File: src/rtl/e203_clkgate_ctrl.sv
// Per-unit clock-gating controller: idle-timeout gate-off, request-driven wake with settle delay.
// Optional all-off cycle statistics counter enabled by E203_CLKGATE_CTRL_STAT_EN.
module e203_clkgate_ctrl #(
  parameter int unsigned N_UNIT   = 4,
  parameter int unsigned IDLE_CYC = 16,
  parameter int unsigned WAKE_CYC = 2
) (
  input  logic              clk,
  input  logic              rst_n,
  input  logic              test_mode,
  input  logic [N_UNIT-1:0] force_on,
  input  logic [N_UNIT-1:0] unit_busy,
  input  logic [N_UNIT-1:0] wake_req,
  output logic [N_UNIT-1:0] wake_rdy,
  output logic [N_UNIT-1:0] clock_en,
  output logic              all_off,
  input  logic              stat_clr,
  output logic [31:0]       gated_cnt
);

  localparam int unsigned MAX_CYC = (IDLE_CYC > WAKE_CYC) ? IDLE_CYC : WAKE_CYC;
  localparam int unsigned CNT_W   = $clog2(MAX_CYC + 1);

  typedef enum logic [1:0] {
    ST_ON   = 2'd0,
    ST_OFF  = 2'd1,
    ST_WAKE = 2'd2
  } state_e;

  logic [N_UNIT-1:0] w_off;

  for (genvar gi = 0; gi < N_UNIT; gi++) begin : g_unit
    state_e           r_state;
    state_e           w_state_nxt;
    logic [CNT_W-1:0] r_cnt;
    logic [CNT_W-1:0] w_cnt_nxt;
    logic             w_idle;

    assign w_idle = ~(unit_busy[gi] | wake_req[gi] | force_on[gi] | test_mode);

    always_ff @(posedge clk) begin
      if (!rst_n) begin
        r_state <= ST_ON;
        r_cnt   <= '0;
      end else begin
        r_state <= w_state_nxt;
        r_cnt   <= w_cnt_nxt;
      end
    end

    // Shared counter: idle run length in ON, settle time in WAKE.
    always_comb begin
      w_state_nxt = r_state;
      w_cnt_nxt   = r_cnt;
      case (r_state)
        ST_ON: begin
          if (!w_idle) begin
            w_cnt_nxt = '0;
          end else if (r_cnt == CNT_W'(IDLE_CYC - 1)) begin
            w_state_nxt = ST_OFF;
            w_cnt_nxt   = '0;
          end else begin
            w_cnt_nxt = r_cnt + CNT_W'(1);
          end
        end
        ST_OFF: begin
          if (!w_idle) begin
            w_state_nxt = ST_WAKE;
            w_cnt_nxt   = '0;
          end
        end
        ST_WAKE: begin
          if (r_cnt == CNT_W'(WAKE_CYC - 1)) begin
            w_state_nxt = ST_ON;
            w_cnt_nxt   = '0;
          end else begin
            w_cnt_nxt = r_cnt + CNT_W'(1);
          end
        end
        default: begin
          w_state_nxt = ST_ON;
          w_cnt_nxt   = '0;
        end
      endcase
    end

    // Decoded straight from state flops so the gating enable cannot glitch.
    assign w_off[gi]    = (r_state == ST_OFF);
    assign clock_en[gi] = ~w_off[gi] | test_mode;
    assign wake_rdy[gi] = (r_state == ST_ON);
  end

  assign all_off = (&w_off) & ~test_mode;

`ifdef E203_CLKGATE_CTRL_STAT_EN
  logic [31:0] r_gated_cnt;

  // Clear wins over increment; count saturates.
  always_ff @(posedge clk) begin
    if (!rst_n) begin
      r_gated_cnt <= '0;
    end else if (stat_clr) begin
      r_gated_cnt <= '0;
    end else if (all_off && (r_gated_cnt != 32'hFFFF_FFFF)) begin
      r_gated_cnt <= r_gated_cnt + 32'd1;
    end
  end

  assign gated_cnt = r_gated_cnt;
`else
  logic w_unused_stat_clr;

  assign w_unused_stat_clr = stat_clr;
  assign gated_cnt         = '0;
`endif

endmodule

File: config.mk
export PLATFORM = sky130hd
export DESIGN_NAME = e203_clkgate_ctrl
export DESIGN_NICKNAME = d
export VERILOG_FILES = /design/src/rtl/e203_clkgate_ctrl.sv
export SDC_FILE = /design/constraint.sdc
export NUM_CORES = 1
export LEC_CHECK = 0
export BUFFER_PORTS_ARGS = -buffer_cell sky130_fd_sc_hd__buf_2
export CAP_MARGIN = 20
export CORE_MARGIN = 4
export CORE_UTILIZATION = 52
export CTS_CLUSTER_DIAMETER = 120
export CTS_CLUSTER_SIZE = 28
export DETAILED_ROUTE_END_ITERATION = 8
export GPL_TIMING_DRIVEN = 0
export PLACE_DENSITY_LB_ADDON = 0.08
export SLEW_MARGIN = 20
export SYNTH_ARGS = -nofsm -noshare
export SYNTH_HDL_FRONTEND = slang
export SYNTH_SLANG_ARGS = --single-unit
export TNS_END_PERCENT = 30
File: constraint.sdc
create_clock -name clk -period 2.2 [get_ports clk]
set_input_delay 0.11 -clock clk [delete_from_list [all_inputs] [get_ports clk]]
set_output_delay 0.11 -clock clk [all_outputs]
set_load 0.005 [all_outputs]
==> results.md, run 1 <==
* Status: finished clean
* Most frequent cells in the layout: buf_4, conb_1, dfxtp_1
* Initial antenna violation count at 0
* GPL Wtd Cong at 0.880
* Clock Tree Root: clkbuf_8
* Syn Std Cell Area at about 2000 um^2
* Initial DRT Pass Iterations at 4
* Fmax at between 500 and 600 MHz
* Final Hold Fails at 0
* Final TNS setup at 0 ns
* Final period util at 84.6%
* Final antenna-violating net count at 0
* Prevailing post-synth register cell: dfxtp_1
* Drt drc at 0
* Internal Power at 0.000812 W
* Vias in the first global route at 1558
* Minimum clock period at 1.86 ns
* GRT Overall Usage at 16.3%
* IO Pins at between 50 and 60
* Die area at 4930 um^2
* Port buffer count at 23
* CP Max Fanout at 8
* WP buf/inv at 2
* Library cells used by synthesis at 48
* Final WL at 3890 um
* Number of synthesized flops with an enable pin at 0
* Register area share after synthesis at 27.9%
* CORE AREA at between 3000 and 4000 um^2
* CP Cell Sequence: clkbuf_1 -> nand2_1 -> or2_1 -> nor4_1 -> buf_2
* Crit start category: register
* Max Slew Vio Count at 0
* Crit Reg-Reg Startpoint: g_unit[0].r_cnt[0]
* Sw frac at 21.2%
* Critical path arrival at 1.75 ns
* # hold bufs at CTS at 0
* P per Cell Area at between 400 and 500 nW/um^2
* H-tree Lvls at 1
* Post-synth top area share at 27.9%
* Combinational group share of total power at 10.8%
* RSZ-0062 raised after global routing: no
* Synthesized flop and latch total at 28
* Clock Power Share at 39.4%
* Drt wl/cell at about 11 um
* Initial drt markers at 81
* Chip height at 70.2 um
* Site Rows at 22
* Synth area leaders: dfxtp_1, buf_4, ha_1
* Largest net degree at the start of global routing at 17
* Post-CTS setup buffers at 0
* Ys Warns at 0
* Max_cap viols at 0
* Max stage delay on crit path at 0.34 ns
* TritonCTS buffer count at 3
* Clock skew at 0.00445 ns
* Initial core utilization at 54.5%
* Clock Sink Count at 28
* Dpl ws at 0.339 ns
* Clk_lat worst skew at about 0.27 ns
* Worst VDD drop at between 0.4 and 0.5 mV
* Share of cells above drive strength 1 at 27.1%
* Critical path type: register to output port
* Worst Tran Pin Value at 0.553 ns
* Cell taking the most area after synthesis: dfxtp_1
* Final HPWL DP at 3150 um
* PnR worst setup slack at approximately 0.34 ns
* Final setup fails at 0
* Worst hold path type: input pin to register
* Vias per cell at 4.84
* Worst endpoint required time at 2.09 ns
* Sw power at 0.000218 W
* Synth Instances at 241
* Cts repair resizes at 0
* Gr ovfl total at 0
* Worst slew margin at a little over three fifths
* Worst setup path start: g_unit[1].r_state[0]
* CP delay by family, top: simple AND/OR/NAND/NOR gates
* Reg power frac at 49.8%
* CTS tree: yes
* Static leakage at 1.07 nW
* Clock-pin slew on the worst setup and hold paths at 0.09 ns
* Hold Path Origin: rst_n
* Kind of end point of the critical path: output port
* Layout Nets at 332
* Ant diodes at 0
* Most common cell after layout, fill and taps aside: buf_4
* CP max stage cell: clkbuf_1
* Avg Cell Area, Syn at 8.34 um^2
* Share of synthesized registers carrying an async set or reset at 0%
* First-pass GRT wire length at 6760 um
* Chip width at 70.2 um
* Layout overhead on the synthesized area at 18.0%
* CTS Buffer Depth at 2
* Via count at ~1700
Yosys cell counts, drive strengths merged (2+ instances only):
master,n
buf,37
dfxtp,28
nor2,20
inv,17
ha,16
nand2,13
nand3,12
nor2b,11
nor4,9
o21ai,9
nor3,7
a21oi,6
a31oi,5
nand2b,5
o22ai,4
or2,4
or3,4
or4,4
clkbuf,3
o21bai,3
a211oi,2
a21boi,2
a311oi,2
mux2i,2
nor3b,2
nor4b,2
o221ai,2
power groups by stage:
stage	Sequential (W)	Clock, W	Combinational [W]
after floorplan	0.000524	0	0.0000827
after global placement	0.000525	0	0.000109
after detailed placement	0.000525	0	0.000109
after CTS	0.000513	0.000421	0.000109
after global routing	0.000514	0.000436	0.000127
final	0.000513	0.000406	0.000111
registers in the layout, summed over array words and instances (netlist names):
register / flops
g_unit.r_cnt: 20
g_unit.r_state: 8
layer usage:
layer,vias to the layer above,share of wire (%),track usage (%)
met2,38,47,27.9
li1,892,-,-
met4,0,0.54,1.91
met5,-,0,0
met1,747,48,21.6
met3,2,5.0,3.60
final cells by class:
| type | instances | area (um^2) |
|---|---|---|
| flip-flops and latches | 28 | 561 |
| repair buffers | 23 | 115 |
| multi-input cells | 186 | 1210 |
| plain buffers | 40 | 293 |
| inverters | 18 | 67.6 |
| fillers | 375 | 1320 |
| clock inverters | 1 | 30.0 |
| well taps | 48 | 60.1 |
| clock buffers | 3 | 41.3 |
stage by stage:
step / area, um^2 / instances / hold slack (ns) / utilization [%] / total power [W]
5_1_grt: 2370 / 347 / 0.130 / 64.3 / 0.00108
3_5_place_dp: 2300 / 343 / 0.420 / 62.4 / 0.000634
2_1_floorplan: 2130 / 272 / 0.250 / - / 0.000607
3_3_place_gp: 2300 / 343 / 0.412 / 62.4 / 0.000633
6_report: 2370 / 347 / 0.123 / 64.3 / 0.00103
4_1_cts: 2370 / 347 / 0.112 / 64.3 / 0.00104
logic make-up after synthesis:
group | count (synthesis) | share of synthesized area, %
mux | 2 | 0.996
simple gates | 95 | 28.4
buf+inv | 58 | 17.9
flops | 28 | 27.9
compound gates | 41 | 14.7
fa+ha+maj | 16 | 9.96
other cells | 1 | 0.187
path summary, 6_finish.rpt:
| check | to | slack [ns] | cells after the start |
|---|---|---|---|
| max | all_off | 0.34 | 5 |
| min | g_unit[1].r_cnt[2] | 0.12 | 3 |
| min reg2reg | g_unit[2].r_state[0] | 0.49 | 1 |
| max reg2reg | g_unit[0].r_cnt[3] | 0.35 | 8 |
worst register-to-register path: stages (launching register included):
cell and delay, ns:
dfxtp_1 0.36, ha_1 0.23, nand3_1 0.12, inv_1 0.05, ha_1 0.18, or3_1 0.32, o22ai_2 0.23, nand3_1 0.11
a31oi_1 0.17
(Power assumes the default switching activity.)
==> run 2: changes to the inputs <==
==> constraint.sdc (replaced) <==
create_clock -name clk -period 1.75 [get_ports clk]
set_input_delay 0.0875 -clock clk [delete_from_list [all_inputs] [get_ports clk]]
set_output_delay 0.0875 -clock clk [all_outputs]
set_load 0.005 [all_outputs]
==> run 2 against run 1 <==
Critical path type is now register to register. Global-route usage is 0.39 points higher. Die area stayed put. Highest routed layer unchanged. Total power is 27% higher. Register-to-register slack worse by 0.33 ns.
==> results.md, run 2 (synthesis results as in run 1) <==
* Status: finished clean (unchanged)
* CP max stage cell: dfxtp_4 (was clkbuf_1)
* Pwr Total at 0.00130 W (was 0.00103 W)
* Max_cap viols at 0 (unchanged)
* Fmax at 579 MHz
* Dpl ws at -0.111 ns (was 0.339 ns)
* GPL Wtd Cong at 0.880 (unchanged)
* Fillcell total at 363 (was 375)
* Drt wl/cell at 11.8 um (was 11.2 um)
* Most common cell after layout, fill and taps aside: buf_4 (unchanged)
* Final setup fails at 0 (unchanged)
* Worst R2R End: g_unit[0].r_cnt[3] (unchanged)
* GRT Overall Usage at 16.7% (was 16.3%)
* Final hold slack at 0.0987 ns (was 0.123 ns)
* Minimum clock period at ~1.7 ns
* Worst VDD drop at 0.566 mV (was 0.457 mV)
* Chip width at 70.2 um (unchanged)
* TritonCTS buffer count at 3 (unchanged)
* Worst slew margin at 65.7% (was 62.6%)
* Crit start category: register (unchanged)
* IO Pins at 57 (unchanged)
* Ant diodes at 0 (unchanged)
* Critical path arrival at 1.93 ns (was 1.75 ns)
* # hold bufs at CTS at 0 (unchanged)
* Die area at 4930 um^2 (unchanged)
* First-pass GRT wire length at 6890 um (was 6760 um)
* Final period util at 98.7%
* Site Rows at 22 (unchanged)
* Crit Reg-Reg Startpoint: g_unit[0].r_cnt[0] (unchanged)
* Clock Sink Count at 28 (unchanged)
* Port buffer count at 23 (unchanged)
* Via count at 1680 (was 1679)
* Max FFs per register at 20 (unchanged)
* Initial DRT Pass Iterations at 4 (unchanged)
* Layout overhead on the synthesized area at 21.9% (was 18.0%)
* Initial core utilization at 54.5% (unchanged)
* Worst reg2reg setup slack at 0.02 ns (was 0.35 ns)
* FF-to-FF path depth at 8 (unchanged)
* Chip height at 70.2 um (unchanged)
* CP Max Fanout at 5 (was 8)
* Worst hold stages at 3 (unchanged)
* Max stage delay on crit path at 0.38 ns (was 0.34 ns)
* CTS Buffer Depth at 2 (unchanged)
* Vias per cell at 4.84 (about the same)
* Clk_lat worst skew at 0.28 ns (was 0.27 ns)
* CP Cell Sequence: ha_4 -> nand3_2 -> inv_1 -> ha_2 -> or3_4 -> o22ai_4 -> nand2_1 -> a31oi_1 (was clkbuf_1 -> nand2_1 -> or2_1 -> nor4_1 -> buf_2)
* RSZ-0062 raised after global routing: yes (was no)
* CTS tree: yes (unchanged)
* Initial drt markers at 70 (was 81)
* P per Cell Area at 532 nW/um^2 (was 434 nW/um^2)
* Clock Tree Root: clkbuf_8 (unchanged)
* Static leakage at 1.07 nW (about the same)
* Layout Nets at 332 (unchanged)
* Final WL at 4090 um (was 3890 um)
* Final Hold Fails at 0 (unchanged)
* H-tree Lvls at 1 (unchanged)
* Worst Tran Pin Value at 0.514 ns (was 0.553 ns)
* Worst endpoint required time at 1.96 ns (was 2.09 ns)
* CORE AREA at 3690 um^2 (unchanged)
* Largest regs: g_unit.r_cnt: 20 flops, g_unit.r_state: 8 flops (unchanged)
* Final HPWL DP at 3150 um (unchanged)
* Critical path type: register to register (was register to output port)
* Final antenna-violating net count at 0 (unchanged)
* Largest net degree at the start of global routing at 17 (unchanged)
* Vias in the first global route at 1584 (was 1558)
* Initial antenna violation count at 0 (unchanged)
* Max Slew Vio Count at 0 (unchanged)
* Top reg by flops: g_unit.r_cnt (unchanged)
* Share of cells above drive strength 1 at 32.4% (was 27.1%)
* PnR worst setup slack at 0.0220 ns (was 0.339 ns)
* Clock-pin slew on the worst setup and hold paths at 0.10 ns (was 0.09 ns)
* Clock skew at 0.00486 ns (was 0.00445 ns)
* Kind of end point of the critical path: register (was output port)
* Hold Path Origin: rst_n (unchanged)
* Worst hold path type: input pin to register (unchanged)
* Most frequent cells in the layout: buf_4, conb_1, dfxtp_1, buf_2, nor2_1 (was buf_4, conb_1, dfxtp_1)
* Drt drc at 0 (unchanged)
* Worst Hold End: g_unit[1].r_cnt[2] (unchanged)
* Gr ovfl total at 0 (unchanged)
-- run 2: cell count changes in the layout (fill, tap and decap cells not counted), moves of 2 or more --
cell,change
ha_1,-2
dfxtp_2,+4
nand3_2,+2
nand3_1,-2
dfxtp_1,-5
-- run 2: how the worst max path moves through the flow --
stage | to | from | slack [ns]
floorplan | g_unit[0].r_cnt[3] | g_unit[0].r_cnt[0] | 0.10
global placement | g_unit[0].r_cnt[3] | g_unit[0].r_cnt[0] | -0.05
detailed placement | g_unit[0].r_cnt[3] | g_unit[0].r_cnt[0] | -0.11
CTS | g_unit[0].r_cnt[3] | g_unit[0].r_cnt[0] | 0.03
global route | g_unit[0].r_cnt[3] | g_unit[0].r_cnt[0] | -0.05
finish | g_unit[0].r_cnt[3] | g_unit[0].r_cnt[0] | 0.02
-- run 2: report_power, final --
part | total, W | leakage [nW] | internal, W | switching [W]
clock network | 0.000514 | 0.0357 | 0.000306 | 0.000208
registers | 0.000645 | 0.228 | 0.000640 | 0.00000519
logic | 0.000145 | 0.805 | 0.0000774 | 0.0000672
total | 0.00130 | 1.07 | 0.00102 | 0.000280
-- run 2: per-layer routing --
metal,global-route usage [%],share of wire (%)
met5,0,0
met4,2.98,1.5
met3,3.74,5.2
met2,28.4,47
met1,21.8,46
-- run 2: what timing repair did --
item | in CTS | in global routing
buffers inserted | 0 | 1
resized for setup | 5 | 15
endpoints found under the setup margin | 4 | 12
pin swaps | 1 | 6
-- run 2: cell type report --
cell class	instances	area [um^2]	share of cell area, %
multi-input combinational	186	1270	51.7
sequential	28	569	23.2
buffer	39	289	11.8
timing repair buffer	24	126	5.16
inverter	18	67.6	2.76
tap	48	60.1	2.45
clock buffer	3	41.3	1.68
clock inverter	1	30.0	1.23
-- run 2: per-stage QoR --
| stage | utilization [%] | TNS, ns | instances | area [um^2] |
|---|---|---|---|---|
| after detailed placement | 62.4 | -0.172 | 343 | 2300 |
| after global placement | 62.4 | -0.0504 | 343 | 2300 |
| final | 66.5 | 0 | 347 | 2450 |
| after CTS | 64.8 | 0 | 346 | 2390 |
| after floorplan | - | 0 | 272 | 2130 |
| after global routing | 66.5 | -0.141 | 347 | 2450 |
-- run 2: worst max-delay path, delay by kind of cell, from the launching register on --
family / cells / cell delay [ns]
simple gates: 3 / 0.51
compound gates: 2 / 0.39
buf+inv: 1 / 0.05
flops: 1 / 0.38
fa+ha+maj: 2 / 0.34
